### src/rtl/apb_req_master.sv
// APB initiator: turns one outstanding valid/ready request into an APB SETUP/ACCESS
// transfer and returns read data / error status on a valid/ready response channel.
module apb_req_master #(
  parameter int APB_ADDR_WIDTH = 12,
  parameter int TIMEOUT_CYCLES = 256
) (
  input  logic                      HCLK,
  input  logic                      HRESETn,
  // Handshakes: a beat transfers on the clock edge where valid & ready are both 1;
  // valid never waits on ready, and rsp_* hold stable while rsp_valid_o & !rsp_ready_i.
  input  logic                      req_valid_i,
  output logic                      req_ready_o,
  input  logic [APB_ADDR_WIDTH-1:0] req_addr_i,
  input  logic [31:0]               req_wdata_i,
  input  logic                      req_write_i,
  output logic                      rsp_valid_o,
  input  logic                      rsp_ready_i,
  output logic [31:0]               rsp_rdata_o,
  output logic                      rsp_err_o,
  output logic                      rsp_timeout_o,
  output logic [APB_ADDR_WIDTH-1:0] PADDR,
  output logic [31:0]               PWDATA,
  output logic                      PWRITE,
  output logic                      PSEL,
  output logic                      PENABLE,
  input  logic [31:0]               PRDATA,
  input  logic                      PREADY,
  input  logic                      PSLVERR,
  output logic [1:0]                dbg_state
);

  localparam bit WDOG_EN = (TIMEOUT_CYCLES > 0);
  localparam int CNT_W   = WDOG_EN ? $clog2(TIMEOUT_CYCLES + 1) : 1;
  localparam logic [CNT_W-1:0] CNT_LAST = WDOG_EN ? CNT_W'(TIMEOUT_CYCLES - 1) : '0;
  localparam logic [CNT_W-1:0] CNT_MAX  = '1;

  typedef enum logic [1:0] {
    IDLE   = 2'd0,
    SETUP  = 2'd1,
    ACCESS = 2'd2,
    RESP   = 2'd3
  } state_t;

  state_t                    state_q, state_d;
  logic [APB_ADDR_WIDTH-1:0] paddr_d;
  logic [31:0]               pwdata_d;
  logic                      pwrite_d;
  logic                      psel_d;
  logic                      penable_d;
  logic                      rsp_valid_d;
  logic [31:0]               rsp_rdata_d;
  logic                      rsp_err_d;
  logic                      rsp_timeout_d;
  logic [CNT_W-1:0]          wdog_q, wdog_d;

  assign req_ready_o = (state_q == IDLE);
  assign dbg_state   = state_q;

  always_comb begin
    state_d       = state_q;
    paddr_d       = PADDR;
    pwdata_d      = PWDATA;
    pwrite_d      = PWRITE;
    psel_d        = PSEL;
    penable_d     = PENABLE;
    rsp_valid_d   = rsp_valid_o;
    rsp_rdata_d   = rsp_rdata_o;
    rsp_err_d     = rsp_err_o;
    rsp_timeout_d = rsp_timeout_o;
    wdog_d        = wdog_q;
    case (state_q)
      IDLE: begin
        if (req_valid_i) begin
          paddr_d   = req_addr_i;
          pwdata_d  = req_wdata_i;
          pwrite_d  = req_write_i;
          psel_d    = 1'b1;
          penable_d = 1'b0;
          state_d   = SETUP;
        end
      end
      SETUP: begin
        penable_d = 1'b1;
        state_d   = ACCESS;
      end
      ACCESS: begin
        // A completing slave takes priority over the watchdog firing in the same cycle.
        if (PREADY) begin
          rsp_rdata_d   = (PWRITE || PSLVERR) ? 32'h0 : PRDATA;
          rsp_err_d     = PSLVERR;
          rsp_timeout_d = 1'b0;
          psel_d        = 1'b0;
          penable_d     = 1'b0;
          rsp_valid_d   = 1'b1;
          wdog_d        = '0;
          state_d       = RESP;
        end else if (WDOG_EN && (wdog_q == CNT_LAST)) begin
          rsp_rdata_d   = 32'h0;
          rsp_err_d     = 1'b1;
          rsp_timeout_d = 1'b1;
          psel_d        = 1'b0;
          penable_d     = 1'b0;
          rsp_valid_d   = 1'b1;
          wdog_d        = '0;
          state_d       = RESP;
        end else if (wdog_q != CNT_MAX) begin
          wdog_d = wdog_q + 1'b1;
        end
      end
      RESP: begin
        if (rsp_ready_i) begin
          rsp_valid_d = 1'b0;
          state_d     = IDLE;
        end
      end
      default: state_d = IDLE;
    endcase
  end

  always_ff @(posedge HCLK or negedge HRESETn) begin
    if (!HRESETn) begin
      state_q       <= IDLE;
      PADDR         <= '0;
      PWDATA        <= '0;
      PWRITE        <= 1'b0;
      PSEL          <= 1'b0;
      PENABLE       <= 1'b0;
      rsp_valid_o   <= 1'b0;
      rsp_rdata_o   <= '0;
      rsp_err_o     <= 1'b0;
      rsp_timeout_o <= 1'b0;
      wdog_q        <= '0;
    end else begin
      state_q       <= state_d;
      PADDR         <= paddr_d;
      PWDATA        <= pwdata_d;
      PWRITE        <= pwrite_d;
      PSEL          <= psel_d;
      PENABLE       <= penable_d;
      rsp_valid_o   <= rsp_valid_d;
      rsp_rdata_o   <= rsp_rdata_d;
      rsp_err_o     <= rsp_err_d;
      rsp_timeout_o <= rsp_timeout_d;
      wdog_q        <= wdog_d;
    end
  end

`ifndef SYNTHESIS
  a_penable_needs_psel: assert property (@(posedge HCLK) disable iff (!HRESETn)
    PENABLE |-> PSEL);
  a_setup_to_access: assert property (@(posedge HCLK) disable iff (!HRESETn)
    (PSEL && !PENABLE) |=> (PSEL && PENABLE));
  a_access_stable: assert property (@(posedge HCLK) disable iff (!HRESETn)
    (PSEL && PENABLE && !PREADY) |=> ($stable(PADDR) && $stable(PWDATA) && $stable(PWRITE)));
  a_rsp_hold: assert property (@(posedge HCLK) disable iff (!HRESETn)
    (rsp_valid_o && !rsp_ready_i) |=>
      (rsp_valid_o && $stable(rsp_rdata_o) && $stable(rsp_err_o) && $stable(rsp_timeout_o)));
`endif

endmodule

### config.mk
export PLATFORM = sky130hd
export DESIGN_NAME = apb_req_master
export DESIGN_NICKNAME = d
export VERILOG_FILES = /design/src/rtl/apb_req_master.sv
export SDC_FILE = /design/constraint.sdc
export NUM_CORES = 1
export LEC_CHECK = 0
export BUFFER_PORTS_ARGS = -buffer_cell sky130_fd_sc_hd__buf_2
export CORE_AREA = 2 2 77 109
export CTS_BUF_LIST = sky130_fd_sc_hd__clkbuf_8
export DETAILED_ROUTE_END_ITERATION = 12
export DIE_AREA = 0 0 79 111
export PLACE_DENSITY = 0.86
export SLEW_MARGIN = 20
export SYNTH_ARGS = -nofsm -noshare
export SYNTH_HDL_FRONTEND = slang
export SYNTH_SLANG_ARGS = --single-unit
### constraint.sdc
create_clock -name HCLK -period 1.8 [get_ports HCLK]
set_input_delay 0.18 -clock HCLK [delete_from_list [all_inputs] [get_ports HCLK]]
set_output_delay 0.18 -clock HCLK [all_outputs]
set_load 0.01 [all_outputs]
# Word level (Yosys, flattened, before mapping)
# Index checks and enable logic that the tools add are counted.
dict set report totals {
  latchBits 0
  wordCells 57
  reg_bits 93
  memories 0
  mem_bits_rw 0
  romBits 0
  out_inout_bits 85
  input_bits 83
}
dict set report classes {
  n_eq_ne 8
  reduce_logical 14
  div 0
  mul 0
  shifts 0
  n_addsub 1
  order_cmp 0
  n_bitwise 0
  n_mux 23
}
# operator n
set op_table {}
lappend op_table {{2-to-1 mux 32 bit} 3}
lappend op_table {{2-to-1 mux 9 bit} 3}
lappend op_table {{AND reduction 3 bit} 4}
lappend op_table {{adder 9 x 1 -> 9 bit (second input constant)} 1}
lappend op_table {{== test 9 x 8 -> 1 bit (second input constant)} 1}
lappend op_table {{2-to-1 mux 1 bit} 9}
lappend op_table {{!= test 9 bit (second input constant)} 1}
lappend op_table {{2-to-1 mux 2 bit} 4}
lappend op_table {{one-hot mux 2 bit (4 select lines)} 1}
lappend op_table {{AND reduction 2 bit} 3}
lappend op_table {{nonzero test 2 bit} 3}
lappend op_table {{nonzero test 3 bit} 2}
lappend op_table {{== test 2 bit (second input constant)} 2}
lappend op_table {{!= test 2 bit (second input constant)} 2}
lappend op_table {{one-hot mux 1 bit (2 select lines)} 2}
lappend op_table {{!= test 3 bit (second input constant)} 1}
lappend op_table {{one-hot mux 1 bit (3 select lines)} 1}
lappend op_table {{== test 2 x 1 -> 1 bit (second input constant)} 1}
lappend op_table {{logical NOT 2 bit} 1}
lappend op_table {{logical OR 1 bit} 1}

# Longest topological paths before layout
# Gate-level depths: netlist of run 1.
dict set report depth {
  ltp_word 4
  depth_mapped 7
  depth_no_buf 6
}

# Least setup slack after synthesis of run 1
# OpenSTA, ideal clock, no wires.
dict set report synth_path {
  kind {reg-to-reg}
  start {register state_q[0], in the netlist dbg_state[0]}
  end {register PENABLE}
  stages_incl_launch_ff 7
  slack_ns 0.090
  arrival_ns 1.583
  setup_time_ns 0.127
  cell_sequence {dfrtp_1 > inv_1 > ha_1 > buf_4 > clkinv_1 > o221a_2 > mux2_1}
}
dict set report synth_between {
  elab_chain_len 3
  word_cells_on_any_way 8
}
# item line
set synth_rtl {}
lappend synth_rtl {{from (decl)} 44} ;# state_t state_q, state_d;
lappend synth_rtl {{from (signal assigned)} 134} ;# state_q <= state_d;
lappend synth_rtl {{== test 2 bit (tied with other cells)} 71} ;# case (state_q)
lappend synth_rtl {{!= test 3 bit (no source line) (tied with other cells)} --}
lappend synth_rtl {{AND reduction 3 bit (no source line)} --}
lappend synth_rtl {{to (signal assigned)} 139} ;# PENABLE <= penable_d;
lappend synth_rtl {{to (decl)} 25} ;# output logic PENABLE,
# Several ways; a longest one is shown, not always the timed one.
# A chain may end at the register's enable or synchronous reset.

# Final worst setup path of run 1
dict set report layout_path {
  start {register wdog_q[0]}
  end {register PENABLE}
}
dict set report layout_between {
  elab_chain_len 3
}
# item line
set layout_rtl {}
lappend layout_rtl {{from (decl)} 54} ;# logic [CNT_W-1:0] wdog_q, wdog_d;
lappend layout_rtl {{from (signal assigned)} 144} ;# wdog_q <= wdog_d;
lappend layout_rtl {{== test 9 x 8 -> 1 bit} 97} ;# end else if (WDOG_EN && (wdog_q == CNT_LAST)) begin
lappend layout_rtl {{!= test 3 bit (no source line)} --}
lappend layout_rtl {{AND reduction 3 bit (no source line)} --}
# No other way between the ends.

==> results of run 1 <==
-- routing by layer --
layer  vias up  global-route usage [%]  part of all wire (%)
met5         -                       0                     0
met4         0                    10.7                   2.9
met3        25                    3.18                   4.4
met2       104                    39.0                    56
met1      1451                    26.5                    37
li1       1312                       -                     -
-- cells in the mapped netlist --
master,n
nand4_2,1
clkbuf_1,2
nand3b_1,1
a21oi_1,9
nor3_1,2
nand4b_1,1
dfrtp_1,93
and3_1,2
a41oi_1,3
nand3_1,2
o21ba_2,1
nand4_1,1
a22oi_1,1
a211o_1,1
o21ai_4,1
buf_4,1
mux2_1,1
o32a_1,1
buf_6,3
nor2_1,4
o21bai_1,1
a22o_1,32
inv_1,6
a32oi_1,1
a31o_2,1
and4_1,1
a221oi_1,2
nand2_1,8
nor3_2,1
clkinv_1,1
nand2_4,1
o221a_2,1
o22ai_1,2
o21ai_0,2
o2bb2ai_1,4
buf_2,8
mux2i_1,1
o2111ai_1,1
mux2_2,46
ha_1,6
a32o_1,1
-- through the flow --
| stage | total power [uW] | cell area [um2] |
|---|---|---|
| 4_1_cts | 8570 | 4940 |
| 3_5_place_dp | 7080 | 4720 |
| 6_report | 8560 | 5010 |
| 5_1_grt | 9070 | 5010 |
| 2_1_floorplan | 5530 | 3730 |
| 3_3_place_gp | 6870 | 4720 |
-- where the power goes --
group	switching (uW)	leakage, uW	internal, uW
logic	1710	0.00129	1770
clock network	733	0.000102	718
registers	585	0.00116	3040
-- worst max-delay path, delay by kind of cell, from the launching register on --
kind | cells | cell delay [ns]
adders and majority gates | 1 | 0.24
muxes | 1 | 0.30
AOI/OAI and AO/OA | 2 | 0.51
DFF | 1 | 0.41
and+or+nand+nor | 1 | 0.18
-- registers in the layout, indices dropped and copies added (netlist names), 2 cells and up --
register,flops
wdog_q,9
dbg_state,2
PADDR,12
rsp_rdata_o,32
PWDATA,32
-- cell type report --
class,instances,share of cell area (%)
timing repair buffer,181,19.9
inverter,7,0.524
sequential,93,46.4
tap,102,2.55
multi-input combinational,144,26.4
clock inverter,5,1.17
clock buffer,11,3.02
-- repair_timing --
item / CTS / global route
hold buffers: 1 / 0
endpoints found under the setup margin: 0 / 37
resized for setup: 0 / 4
endpoints found under the hold margin: 32 / 0
buffers inserted: 0 / 4
-- cells by family (layout without fill, tap and decap cells) --
family | after synthesis | count (layout) | synth area share [%]
AO/OA/AOI/OAI | 65 | 65 | 14.3
flip-flops | 93 | 93 | 62.3
buffers and inverters | 21 | 204 | 3.08
adder cells (fa/ha/maj) | 6 | 6 | 2.01
multiplexers | 48 | 48 | 14.4
AND/OR/NAND/NOR | 25 | 25 | 3.82
-- worst paths after layout --
kind	from	end	cells past startpoint
max	wdog_q[0]	PENABLE	5
min	PRDATA[25]	rsp_rdata_o[25]	2
max reg2reg	wdog_q[0]	PENABLE	5
min reg2reg	rsp_rdata_o[11]	rsp_rdata_o[11]	1
max in group asynchronous	HRESETn	rsp_rdata_o[17]	3
min in group asynchronous	HRESETn	PWDATA[12]	2
==> flow_summary.json, run 1 <==
{
  "status": "completed",
  "ant_nets": 0,
  "layout_commonest_cell": "buf_2",
  "hold_class": "in2reg",
  "nFillCells": 634,
  "r2r_slack_ns": 0.05,
  "place_congestion": 0.939,
  "synth_nets": 347,
  "die-area_um2": 8770,
  "rsz0062_at_grt": "yes",
  "finalCriticalPeriod_ns": 1.75,
  "utilization_pct": 63.4,
  "irDropWorstVdd_mv": 0.970,
  "fin_ws_ns": 0.0497,
  "register_area_um2": 2330,
  "grt_pass1_vias": 3012,
  "finalSetupViolCount": 0,
  "dr.pass1.iters": 4,
  "avgSynthCellArea_um2": 14.5,
  "placed_cells": 522,
  "synth_warnings": 0,
  "route.vias.total": 2892,
  "max-cap-violations": 0,
  "synth_area_leader_cell": "dfrtp_1",
  "relSlewSlack_pct": 66.8,
  "path_cells": "ha_2, nand4b_1, o21ai_4, o221a_2, mux2_1",
  "post_layout_nonfiller_instances": 543,
  "slowest_delay_ns": 0.41,
  "hold_ws_ns": 0.0359,
  "grt_pass1_wl_um": 15100,
  "overflow": 0,
  "drtIter0Drc": 244,
  "die_x_um": 79,
  "critPathRequiredTime_ns": 2.05,
  "ys_top_cells_by_area": "dfrtp_1 (62%), mux2_2 (14%), a22o_1 (7.5%)",
  "io_buffers": 167,
  "hpwl_um": 6830,
  "clk_path_buf_depth": 2,
  "final_nets": 525,
  "clk_pin_slew_ns": 0.09,
  "cp.arrival_ns": 2.00,
  "multi_input_area_um2": 1320,
  "antenna_found_initial": 0,
  "crit_type": "reg2reg",
  "total_leakage_power_uw": 0.00255,
  "drive_gt1_share_pct": 57.1,
  "cts_sinks": 93,
  "netlist_instances": 258,
  "syn_area_um2": 3730,
  "ys_types": 41,
  "core_um2": 7910,
  "drt-wirelength-per-cell_um": 17.3,
  "io_pins": 168,
  "grt_max_degree": 46,
  "track_usage_pct": 22.3,
  "p_per_area_nw_per_um2": 1710,
  "crit_slowest_cell": "dfrtp_1",
  "num_antenna_cells": 0,
  "drc": 0,
  "via_per_inst": 5.33,
  "syn2layout_area_growth_pct": 34.2,
  "cts_tree": "done",
  "slew_violations": 0,
  "max_freq_mhz": 571,
  "hold_violations": 0,
  "startpoint_type": "flip-flop",
  "clock_skew_ns": 0.00890,
  "endpoint_kind": "flip-flop",
  "rows": 39,
  "wirelength_um": 9370,
  "die_h_um": 111,
  "tightest_slew_ns": 0.495,
  "numCtsBuffers": 9,
  "synth_seq_cells": 93,
  "place_ws_ns": 0.0454,
  "setup_tns_ns": 0,
  "yosys.area.top_type_share_pct": 62.3,
  "crit_fanout": 5,
  "fin_crit_sh_pct": 97.2,
  "initial_utilization_pct": 47.2,
  "final_cell_mix": "buf_2 (166), dfrtp_1 (93), mux2_2 (46)",
  "clockRootBuffer": "clkbuf_8",
  "clkLatencyLatePin_ns": 0.36,
  "ctsHtreeMaxLevel": 3,
  "ys_seq_area_share_pct": 62.3
}
(Power assumes the default switching activity.)
==> run 2: changes to the inputs <==
Settings changed: PLACE_DENSITY 0.86 to 0.78.
==> run 2 against run 1 <==
Cell count decreased by 0.74%. Cell area is 1.0% lower. Total power is 1.5% lower. Maximum frequency grew 1.9%. Sequential share of layout area grew 0.49 points. Wire length decreased by 6.5%. Flip-flop and latch count unchanged. Sequential power barely moved. Global-route usage decreased by 1.7 points. Worst setup slack gained 0.033 ns. Die area stayed put. Clock skew is 0.00090 ns higher.
==> flow_summary.json, run 2 (same netlist as run 1, synthesis figures left out) <==
{
  "max-cap-violations": 0,
  "hold_class": "in2reg",
  "min_from": "PRDATA[18]",
  "post_layout_nonfiller_instances": 539,
  "r2r_start": "wdog_q[1]",
  "nFillCells": 664,
  "syn2layout_area_growth_pct": 32.8,
  "drtIter0Drc": 184,
  "r2r_cells": 6,
  "startpoint_type": "flip-flop",
  "via_per_inst": 5.23,
  "cts_sinks": 93,
  "num_antenna_cells": 0,
  "initial_utilization_pct": 47.2,
  "cts_setup_buffers": 0,
  "die_x_um": 79,
  "dr.pass1.iters": 4,
  "final_nets": 521,
  "overflow": 0,
  "irDropWorstVdd_mv": 0.791,
  "grt_pass1_vias": 2904,
  "layout_commonest_cell": "buf_2",
  "fin_crit_sh_pct": 95.4,
  "reg2reg_to": "rsp_rdata_o[10]",
  "io_pins": 168,
  "drt-wirelength-per-cell_um": 16.3,
  "route.vias.total": 2817,
  "place_congestion": 0.832,
  "rows": 39,
  "max_freq_mhz": 582,
  "critPathRequiredTime_ns": 2.05,
  "hold_violations": 0,
  "final_cell_mix": "buf_2 (166), dfrtp_1 (93), mux2_2 (46)",
  "cts_tree": "done",
  "clock_skew_ns": 0.00980,
  "antenna_found_initial": 0,
  "r2r_slack_ns": 0.08,
  "reg_top3": "PWDATA: 32 flops, rsp_rdata_o: 32 flops, PADDR: 12 flops",
  "status": "completed",
  "cp.arrival_ns": 1.96,
  "setup_tns_ns": 0,
  "slew_violations": 0,
  "die-area_um2": 8770,
  "endpoint_kind": "flip-flop",
  "crit_type": "reg2reg",
  "ctsHtreeMaxLevel": 3,
  "ant_nets": 0,
  "clk_path_buf_depth": 2,
  "tightest_slew_ns": 0.400,
  "track_usage_pct": 20.6,
  "finalCriticalPeriod_ns": 1.72,
  "clockRootBuffer": "clkbuf_8",
  "rsz0062_at_grt": "no",
  "drive_gt1_share_pct": 56.8,
  "hpwl_um": 6540,
  "placed_cells": 522,
  "numCtsBuffers": 9,
  "whs_path_depth": 2,
  "total_leakage_power_uw": 0.00253,
  "drc": 0,
  "die_h_um": 111,
  "core_um2": 7910,
  "finalSetupViolCount": 0,
  "clkLatencyLatePin_ns": 0.36,
  "crit_fanout": 33,
  "hold_ws_ns": 0.0328,
  "p_per_area_nw_per_um2": 1700,
  "clk_pin_slew_ns": 0.09,
  "io_buffers": 167,
  "relSlewSlack_pct": 73.3,
  "grt_pass1_wl_um": 14100,
  "hold_end": "rsp_rdata_o[18]",
  "grt_max_degree": 46,
  "wirelength_um": 8760
}
==> run 2: changes by cell type in the layout (fill, tap and decap cells not counted), sizes merged <==
| cell | previous run | this run |
|---|---|---|
| buf | 180 | 176 |
==> run 2: timing repair <==
item	in CTS	in global routing
setup endpoints to repair	0	35
hold endpoints to repair	29	0
hold buffers	1	0
resized for setup	0	3
==> run 2: stage by stage <==
step / power [uW] / util, % / cell area (um2) / setup WS (ns)
6_report: 8430 / 62.7 / 4960 / 0.0823
5_1_grt: 8930 / 62.7 / 4960 / 0.0113
4_1_cts: 8500 / 62.6 / 4940 / 0.00353
3_5_place_dp: 7050 / 59.8 / 4720 / 0.0222
3_3_place_gp: 6860 / 59.8 / 4720 / 0.122
2_1_floorplan: 5530 / - / 3730 / 0.0898
==> run 2: worst max path at each step <==
stage                 startpoint              end  depth (start not counted)
CTS                    wdog_q[1]   rsp_rdata_o[5]                          6
detailed placement     wdog_q[1]  rsp_rdata_o[10]                          6
global placement       wdog_q[1]   rsp_rdata_o[9]                          6
floorplan           dbg_state[0]          PENABLE                          6
global route           wdog_q[1]  rsp_rdata_o[10]                          6
finish                 wdog_q[1]  rsp_rdata_o[10]                          6
==> run 2: final cells by class <==
| type | count | area, um2 | area share (%) |
|---|---|---|---|
| Inverter | 7 | 26.3 | 0.530 |
| Clock buffer | 11 | 151 | 3.05 |
| Multi-Input combinational cell | 144 | 1310 | 26.5 |
| Sequential cell | 93 | 2330 | 46.9 |
| Clock inverter | 5 | 58.8 | 1.19 |
| Timing Repair Buffer | 177 | 953 | 19.2 |
| Tap cell | 102 | 128 | 2.57 |
==> run 2: critical path: stages (launching register included) <==
cell      delay [ns]
dfrtp_1         0.43
ha_2            0.24
nand4b_1        0.17
o21ai_4         0.20
buf_4           0.18
nand2_8         0.15
a22o_1          0.23
==> run 2: power breakdown <==
group / internal [uW] / switching (uW) / total [uW] / leakage [uW]
registers: 3040 / 563 / 3600 / 0.00116
logic: 1740 / 1640 / 3380 / 0.00126
clock network: 718 / 737 / 1460 / 0.000102
==> run 2: routing by layer <==
layer / track usage (%) / vias to the layer above / share of wire [%] / wire length [um]
met5: 0 / - / 0 / 0
met4: 9.54 / 0 / 2.9 / 258
met1: 24.4 / 1392 / 38 / 3320
li1: - / 1310 / - / -
met3: 5.21 / 23 / 4.8 / 420
met2: 34.7 / 92 / 54 / 4760
